===== config.mk =====
export PLATFORM = sky130hd
export DESIGN_NAME = sample_fetch
export DESIGN_NICKNAME = d
export VERILOG_FILES = /design/src/rtl/sample_fetch_pkg.sv /design/src/rtl/fetch_req_fifo.sv /design/src/rtl/sample_fetch.sv
export SDC_FILE = /design/constraint.sdc
export NUM_CORES = 1
export LEC_CHECK = 0
export BUFFER_PORTS_ARGS = -buffer_cell sky130_fd_sc_hd__buf_2
export CAP_MARGIN = 20
export CORE_AREA = 8 8 180 182
export CTS_BUF_LIST = sky130_fd_sc_hd__clkbuf_2 sky130_fd_sc_hd__clkbuf_4 sky130_fd_sc_hd__clkbuf_8
export DETAILED_ROUTE_END_ITERATION = 8
export DIE_AREA = 0 0 188 190
export PLACE_DENSITY_LB_ADDON = 0.25
export SLEW_MARGIN = 20
export SYNTH_ARGS = -nofsm -noshare
export SYNTH_HDL_FRONTEND = slang
export SYNTH_SLANG_ARGS = --single-unit

===== constraint.sdc =====
create_clock -name clk -period 4.65 [get_ports clk]
set_input_delay 0.93 -clock clk [delete_from_list [all_inputs] [get_ports clk]]
set_output_delay 0.93 -clock clk [all_outputs]
set_load 0.02 [all_outputs]

===== src/rtl/sample_fetch_pkg.sv =====
// ----------------------------------------------------------------------------
// sample_fetch_pkg
// Shared definitions for the sample_fetch request server:
//   - default widths for request address / id, derived from the
//     REQ_ADDR_SIZE_U / REQ_ID_SIZE_U upper-bit indices
//   - request queue depth default
//   - RAM wait limit default (only meaningful when FETCH_TIMEOUT_EN is defined)
//   - fetch FSM state encoding
// ----------------------------------------------------------------------------
package sample_fetch_pkg;

    // Upper bit indices of the request address and id fields.
    localparam int REQ_ADDR_SIZE_U = 23;
    localparam int REQ_ID_SIZE_U   = 4;

    localparam int ADDR_W_DEF         = REQ_ADDR_SIZE_U + 1;
    localparam int ID_W_DEF           = REQ_ID_SIZE_U + 1;
    localparam int FIFO_DEPTH_DEF     = 8;
    localparam int TIMEOUT_CYCLES_DEF = 1024;

    // Fetch FSM: one RAM read in flight at a time.
    typedef enum logic [1:0] {
        ST_IDLE   = 2'd0,  // waiting for a queued request
        ST_ISSUE  = 2'd1,  // presenting mem_rd_req until the RAM acks
        ST_WAIT   = 2'd2,  // waiting for mem_rd_valid
        ST_RETURN = 2'd3   // handing the word back to playback
    } fetch_state_e;

endpackage : sample_fetch_pkg


===== src/rtl/fetch_req_fifo.sv =====
// ----------------------------------------------------------------------------
// fetch_req_fifo
// Synchronous request queue for sample_fetch.
//
// Pointers carry one extra wrap bit: equal pointers mean empty, pointers that
// differ only in the wrap bit mean full. A push while full is accepted only
// when a pop happens on the same edge (the freed slot is the one written).
//
// Ports:
//   clk    in   system clock
//   reset  in   synchronous active-low reset (empties the queue)
//   push   in   write request
//   wdata  in   [WIDTH-1:0] entry to write
//   pop    in   read request (ignored when empty)
//   rdata  out  [WIDTH-1:0] head entry (valid when !empty)
//   full   out  queue holds DEPTH entries
//   empty  out  queue holds no entries
//
// DEPTH must be a power of two, at least 2.
// ----------------------------------------------------------------------------
module fetch_req_fifo #(
    parameter int WIDTH = 29,
    parameter int DEPTH = 8
) (
    input  logic             clk,
    input  logic             reset,
    input  logic             push,
    input  logic [WIDTH-1:0] wdata,
    input  logic             pop,
    output logic [WIDTH-1:0] rdata,
    output logic             full,
    output logic             empty
);

    localparam int PTR_W = $clog2(DEPTH);

    logic [PTR_W:0]   wr_ptr_q, wr_ptr_d;
    logic [PTR_W:0]   rd_ptr_q, rd_ptr_d;
    logic [WIDTH-1:0] mem_q [DEPTH];
    logic             do_push;
    logic             do_pop;

    // NOTE: every signal assigned in always_comb gets a default first, so no
    // path through the block can leave it unassigned and infer a latch.
    always_comb begin
        empty    = (wr_ptr_q == rd_ptr_q);
        full     = (wr_ptr_q[PTR_W] != rd_ptr_q[PTR_W]) &&
                   (wr_ptr_q[PTR_W-1:0] == rd_ptr_q[PTR_W-1:0]);
        do_pop   = pop && !empty;
        do_push  = push && (!full || do_pop);
        wr_ptr_d = wr_ptr_q + {{PTR_W{1'b0}}, do_push};
        rd_ptr_d = rd_ptr_q + {{PTR_W{1'b0}}, do_pop};
        rdata    = mem_q[rd_ptr_q[PTR_W-1:0]];
    end

    // NOTE: sequential state uses non-blocking assignments so every flop
    // samples the pre-edge values regardless of statement order.
    always_ff @(posedge clk) begin
        if (!reset) begin
            wr_ptr_q <= '0;
            rd_ptr_q <= '0;
        end else begin
            wr_ptr_q <= wr_ptr_d;
            rd_ptr_q <= rd_ptr_d;
        end
    end

    // NOTE: storage is deliberately not reset; the pointers alone define which
    // entries are valid, so clearing the array would only cost logic.
    always_ff @(posedge clk) begin
        if (do_push) begin
            mem_q[wr_ptr_q[PTR_W-1:0]] <= wdata;
        end
    end

endmodule : fetch_req_fifo


===== src/rtl/sample_fetch.sv =====
// ----------------------------------------------------------------------------
// sample_fetch
// Memory-side request server upstream of playback. Queues playback's sample
// read requests, issues them one at a time to the sample RAM read port and
// returns each 16-bit word tagged with its request id, in request order.
//
// Ports:
//   clk            in   200 MHz system clock
//   reset          in   synchronous active-low reset
//   req_available  in   request strobe, one request per high cycle
//   address_in     in   [ADDR_W-1:0] request word address
//   r_id_in        in   [ID_W-1:0]   request id
//   data_out       out  [15:0]       returned sample word (held after strobe)
//   r_id_out       out  [ID_W-1:0]   id of the returned word (held)
//   data_ready     out  one-cycle strobe: data_out / r_id_out valid
//   mem_addr       out  [ADDR_W-1:0] RAM read address
//   mem_rd_req     out  RAM read request, held until mem_rd_ack
//   mem_rd_ack     in   RAM accepted mem_addr
//   mem_rd_valid   in   RAM read data valid (one cycle)
//   mem_rd_data    in   [15:0]       RAM read data
//   busy           out  queue non-empty or FSM not idle
//   overflow       out  sticky: a request was dropped on a full queue
//   timeout_err    out  sticky: a RAM read timed out (FETCH_TIMEOUT_EN only)
//
// Build option FETCH_TIMEOUT_EN: when defined, a read that sees no
// mem_rd_valid within TIMEOUT_CYCLES of entering WAIT is returned as
// 16'h0000 with its id and timeout_err is set. When undefined, WAIT waits
// indefinitely and the timeout_err port does not exist.
//
// Returned data leaves through registers, so data_ready rises on the edge
// that ends RETURN: a request sampled at edge N appears after edge N+4 when
// the RAM acks on the first ISSUE cycle and returns data one cycle later.
// ----------------------------------------------------------------------------
module sample_fetch
    import sample_fetch_pkg::*;
#(
    parameter int ADDR_W     = ADDR_W_DEF,
    parameter int ID_W       = ID_W_DEF,
    parameter int FIFO_DEPTH = FIFO_DEPTH_DEF
`ifdef FETCH_TIMEOUT_EN
    ,
    parameter int TIMEOUT_CYCLES = TIMEOUT_CYCLES_DEF
`endif
) (
    input  logic              clk,
    input  logic              reset,
    input  logic              req_available,
    input  logic [ADDR_W-1:0] address_in,
    input  logic [ID_W-1:0]   r_id_in,
    output logic [15:0]       data_out,
    output logic [ID_W-1:0]   r_id_out,
    output logic              data_ready,
    output logic [ADDR_W-1:0] mem_addr,
    output logic              mem_rd_req,
    input  logic              mem_rd_ack,
    input  logic              mem_rd_valid,
    input  logic [15:0]       mem_rd_data,
    output logic              busy,
    output logic              overflow
`ifdef FETCH_TIMEOUT_EN
    ,
    output logic              timeout_err
`endif
);

    localparam int ENTRY_W = ADDR_W + ID_W;

    fetch_state_e        state_q, state_d;
    logic [ADDR_W-1:0]   addr_q, addr_d;
    logic [ID_W-1:0]     id_q, id_d;
    logic [15:0]         rdata_q, rdata_d;
    logic [15:0]         data_out_q, data_out_d;
    logic [ID_W-1:0]     r_id_out_q, r_id_out_d;
    logic                data_ready_q, data_ready_d;
    logic                overflow_q, overflow_d;

    logic                fifo_pop;
    logic                fifo_full;
    logic                fifo_empty;
    logic [ENTRY_W-1:0]  fifo_rdata;

`ifdef FETCH_TIMEOUT_EN
    localparam int TMO_W = $clog2(TIMEOUT_CYCLES) + 1;

    logic [TMO_W-1:0]    tmo_cnt_q, tmo_cnt_d;
    logic                timeout_err_q, timeout_err_d;
`endif

    // ------------------------------------------------------------------------
    // Request queue. Entries are {address, id}; the queue itself refuses a
    // push when full unless the FSM pops on the same edge.
    // ------------------------------------------------------------------------
    fetch_req_fifo #(
        .WIDTH (ENTRY_W),
        .DEPTH (FIFO_DEPTH)
    ) u_fifo (
        .clk   (clk),
        .reset (reset),
        .push  (req_available),
        .wdata ({address_in, r_id_in}),
        .pop   (fifo_pop),
        .rdata (fifo_rdata),
        .full  (fifo_full),
        .empty (fifo_empty)
    );

    // ------------------------------------------------------------------------
    // Next-state and output logic
    // ------------------------------------------------------------------------
    always_comb begin
        state_d      = state_q;
        addr_d       = addr_q;
        id_d         = id_q;
        rdata_d      = rdata_q;
        data_out_d   = data_out_q;
        r_id_out_d   = r_id_out_q;
        data_ready_d = 1'b0;
        fifo_pop     = 1'b0;
        mem_rd_req   = 1'b0;
`ifdef FETCH_TIMEOUT_EN
        tmo_cnt_d     = tmo_cnt_q;
        timeout_err_d = timeout_err_q;
`endif

        unique case (state_q)
            ST_IDLE: begin
                if (!fifo_empty) begin
                    fifo_pop = 1'b1;
                    addr_d   = fifo_rdata[ENTRY_W-1:ID_W];
                    id_d     = fifo_rdata[ID_W-1:0];
                    state_d  = ST_ISSUE;
                end
            end

            ST_ISSUE: begin
                mem_rd_req = 1'b1;
                if (mem_rd_ack) begin
                    state_d = ST_WAIT;
`ifdef FETCH_TIMEOUT_EN
                    tmo_cnt_d = '0;
`endif
                end
            end

            ST_WAIT: begin
                // Real data wins over a timeout landing on the same cycle.
                if (mem_rd_valid) begin
                    rdata_d = mem_rd_data;
                    state_d = ST_RETURN;
                end
`ifdef FETCH_TIMEOUT_EN
                else if (tmo_cnt_q == TMO_W'(TIMEOUT_CYCLES - 1)) begin
                    rdata_d       = 16'h0000;
                    timeout_err_d = 1'b1;
                    state_d       = ST_RETURN;
                end else begin
                    tmo_cnt_d = tmo_cnt_q + TMO_W'(1);
                end
`endif
            end

            ST_RETURN: begin
                data_ready_d = 1'b1;
                data_out_d   = rdata_q;
                r_id_out_d   = id_q;
                state_d      = ST_IDLE;
            end

            default: state_d = ST_IDLE;
        endcase

        // A request is lost only if the queue is full and nothing leaves it
        // on this edge.
        overflow_d = overflow_q | (req_available & fifo_full & ~fifo_pop);
    end

    // ------------------------------------------------------------------------
    // State registers. Reset returns to IDLE, which also abandons any RAM
    // read in flight: a late mem_rd_valid is ignored outside WAIT.
    // ------------------------------------------------------------------------
    always_ff @(posedge clk) begin
        if (!reset) begin
            state_q      <= ST_IDLE;
            addr_q       <= '0;
            id_q         <= '0;
            rdata_q      <= '0;
            data_out_q   <= '0;
            r_id_out_q   <= '0;
            data_ready_q <= 1'b0;
            overflow_q   <= 1'b0;
        end else begin
            state_q      <= state_d;
            addr_q       <= addr_d;
            id_q         <= id_d;
            rdata_q      <= rdata_d;
            data_out_q   <= data_out_d;
            r_id_out_q   <= r_id_out_d;
            data_ready_q <= data_ready_d;
            overflow_q   <= overflow_d;
        end
    end

`ifdef FETCH_TIMEOUT_EN
    always_ff @(posedge clk) begin
        if (!reset) begin
            tmo_cnt_q     <= '0;
            timeout_err_q <= 1'b0;
        end else begin
            tmo_cnt_q     <= tmo_cnt_d;
            timeout_err_q <= timeout_err_d;
        end
    end

    assign timeout_err = timeout_err_q;
`endif

    assign data_out   = data_out_q;
    assign r_id_out   = r_id_out_q;
    assign data_ready = data_ready_q;
    assign mem_addr   = addr_q;
    assign overflow   = overflow_q;
    assign busy       = (state_q != ST_IDLE) || !fifo_empty;

endmodule : sample_fetch


==> flow_summary.ini <==
[finish]
multi_input_area_sq_um = 2910
num-nets-final = 811
layout-drive-gt1-share_pct = 38.9
regArea_sq_um = 8530
antenna_cells = 0
syn2layout_area_growth_pct = 17.8
num-fill-cells = 2543

[sta]
fin_skew_ns = 0.0157
worstMarginPinSlew_ns = 0.931
slew_headroom_pct = 37.9
drv_slew = 0
setup_slack_ns = 1.50
setup_viol = 0
tns_ns = 0
hold_slack_ns = 0.457
hold_viol_final = 0
rsz0062_at_grt = no
fmax_mhz = 318
min_period_ns = 3.15
min_period_over_period_pct = 67.7

[clock_tree]
clockRootBuffer = clkbuf_8
clkSlewWorstSetupHoldPaths_ns = 0.06
cts.htree.levels = 2
clock_path_buffers = 3
insertion_delay_ns = 0.56
cts_made_buffers = 50
cts_tree = done
cts_sinks = 310
cts_resized = 0
cts_setup_buffers = 0
cts_hold_buf = 0

[setup_path]
rrSetupSlack_ns = 1.66
worst-path-buf-inv = 2
critPathKind = reg2out
end_kind = output port
slowest_stage = buf_4
critPathLaunchType = register
crit_arrival_ns = 2.22
cp_top_family = buffers and inverters
crit_path_max_fanout = 32
worstPathRequired_ns = 3.72
path_cells = buf_4 -> xnor2_1 -> and4_1 -> nand2_1 -> buf_2
cpPeakStageDelay_ns = 0.46

[power_and_ir_drop]
combPwrFrac_pct = 17.4
power.share.clock_pct = 35.2
p_per_area_nw_per_um2 = 509
swShare_pct = 25.8
p_int_w = 0.00516
ir_drop_v = 0.000305
seqPwrFrac_pct = 47.4
p_leak_nw = 4.71
switchingPower_w = 0.00179

[job]
drv_cap = 0

[global_route]
grt_max_degree = 61
grt_pass1_vias = 6444
grt.total_usage_pct = 13.2
antenna_found_initial = 5
met2_usage_pct = 21.7
grt-busiest-layer = met2
gr-usage-met3_pct = 3.72
grt-ovfl-total = 0
use_met1_pct = 16.7
grt_pass1_wl_um = 37000

[drt]
viasPerCell = 5.03
vias = 5956
drc = 0
first_iter_violations = 299
routed_wl_um = 23700
wl_per_cell_um = 20.0
antenna_left = 0
detail_route.first_pass.iterations = 4

[run_status]
outcome = completed

[hold_path]
hold_path.class = reg2reg

[floorplan]
rows = 63
die_area_sq_um = 35700
pin_count = 99
start_util_pct = 39.5
core_sq_um = 29400
die-height_um = 190
dieWidth_um = 188

[logic_synthesis]
ys_warn_count = 0
ys_seq_area_share_pct = 73.5
synth_cells = 623
synthesis.nets = 682
ys_top_cells_by_area = edfxtp_1 (60%), dfxtp_1 (13%), mux4_2 (11%)
synth_top_area_cell = edfxtp_1
avgSynthCellArea_sq_um = 18.6
synth_edf_count = 232
ys_seq_elements = 310
synth_area_sq_um = 11600
ys_types = 37
synthArstFlopShare_pct = 0
synthFlopType = edfxtp_1
post_synth_most_frequent_cells = edfxtp_1 (232), dfxtp_1 (78), mux4_2 (58)
synth_most_common_cell = edfxtp_1
synth_top_area_share_pct = 60.0

[placement]
dp_worst_setup_slack_ns = 1.61
port_buffers = 98
routabilityCongestion = 0.779
dp_hpwl_um = 13700
-- tightest hold or removal path: stages (launching register included) --
cell and delay, ns:
dfxtp_1 0.30, nand2_1 0.05, a21oi_1 0.05
-- metal layers --
metal | wire length, um | part of all wire [%]
met3 | 1360 | 5.7
met1 | 10500 | 45
met2 | 11200 | 47
met5 | 57 | 0.24
met4 | 544 | 2.3
-- power groups by stage --
stage	Sequential [W]	Clock (W)	Combinational, W
5_1_grt	0.00333	0.00265	0.00132
4_1_cts	0.00330	0.00253	0.00124
3_5_place_dp	0.00336	0	0.00124
3_3_place_gp	0.00335	0	0.00122
2_1_floorplan	0.00337	0	0.000899
6_report	0.00330	0.00245	0.00121
-- path summary, 6_finish.rpt --
kind / start / cells past startpoint / to
worst max-delay path: u_fifo.rd_ptr_q[1] / 5 / busy
worst max register to register: u_fifo.rd_ptr_q[1] / 6 / u_fifo.mem_q[5][23]
worst min-delay path: rdata_q[4] / 2 / rdata_q[4]
worst min register to register: rdata_q[4] / 2 / rdata_q[4]
-- final cells by class --
type / instances / area share [%]
multi-input cells: 269 / 21.3
repair buffers: 114 / 4.47
clock inverters: 9 / 0.448
inverters: 7 / 0.192
clock buffers: 85 / 7.64
well taps: 390 / 3.57
flip-flops and latches: 310 / 62.4
-- cells by family (layout without fill, tap and decap cells) --
group | Yosys count | count (layout) | share of synthesized area [%]
buffers and inverters | 44 | 215 | 1.89
and+or+nand+nor | 91 | 91 | 3.60
DFF | 310 | 310 | 73.5
AOI/OAI and AO/OA | 52 | 52 | 3.49
muxes | 108 | 108 | 15.9
xor gates and xnor gates | 9 | 9 | 0.679
adders and majority gates | 9 | 9 | 0.970
-- through the flow --
stage                     instances  util, %  total power (W)  instance area, sq um
after floorplan                 623        -          0.00427                 11600
after CTS                      1184     46.5          0.00707                 13700
after global placement         1090     42.7          0.00457                 12600
after detailed placement       1090     42.7          0.00460                 12600
final                          1184     46.5          0.00695                 13700
after global routing           1184     46.5          0.00729                 13700
-- flip-flops by register name, indices dropped and copies added, names as in the netlist --
name	cells
data_out	16
mem_addr	24
r_id_out	5
u_fifo.mem_q	232
rdata_q	16
state_q	2
overflow	1
u_fifo.rd_ptr_q	4
data_ready	1
u_fifo.wr_ptr_q	4
id_q	5
-- cell usage in the layout (no fill, tap or decap), types with 7 or more instances in the layout --
| cell | count |
|---|---|
| mux2_2 | 29 |
| nand2_1 | 40 |
| and2_1 | 7 |
| a21oi_1 | 16 |
| clkbuf_4 | 20 |
| buf_2 | 98 |
| clkbuf_8 | 65 |
| buf_4 | 16 |
| ha_1 | 9 |
| a22o_1 | 29 |
| nor2_1 | 25 |
| dfxtp_1 | 75 |
| mux2i_1 | 21 |
| edfxtp_1 | 232 |
| mux4_2 | 58 |
(Power assumes the default switching activity.)
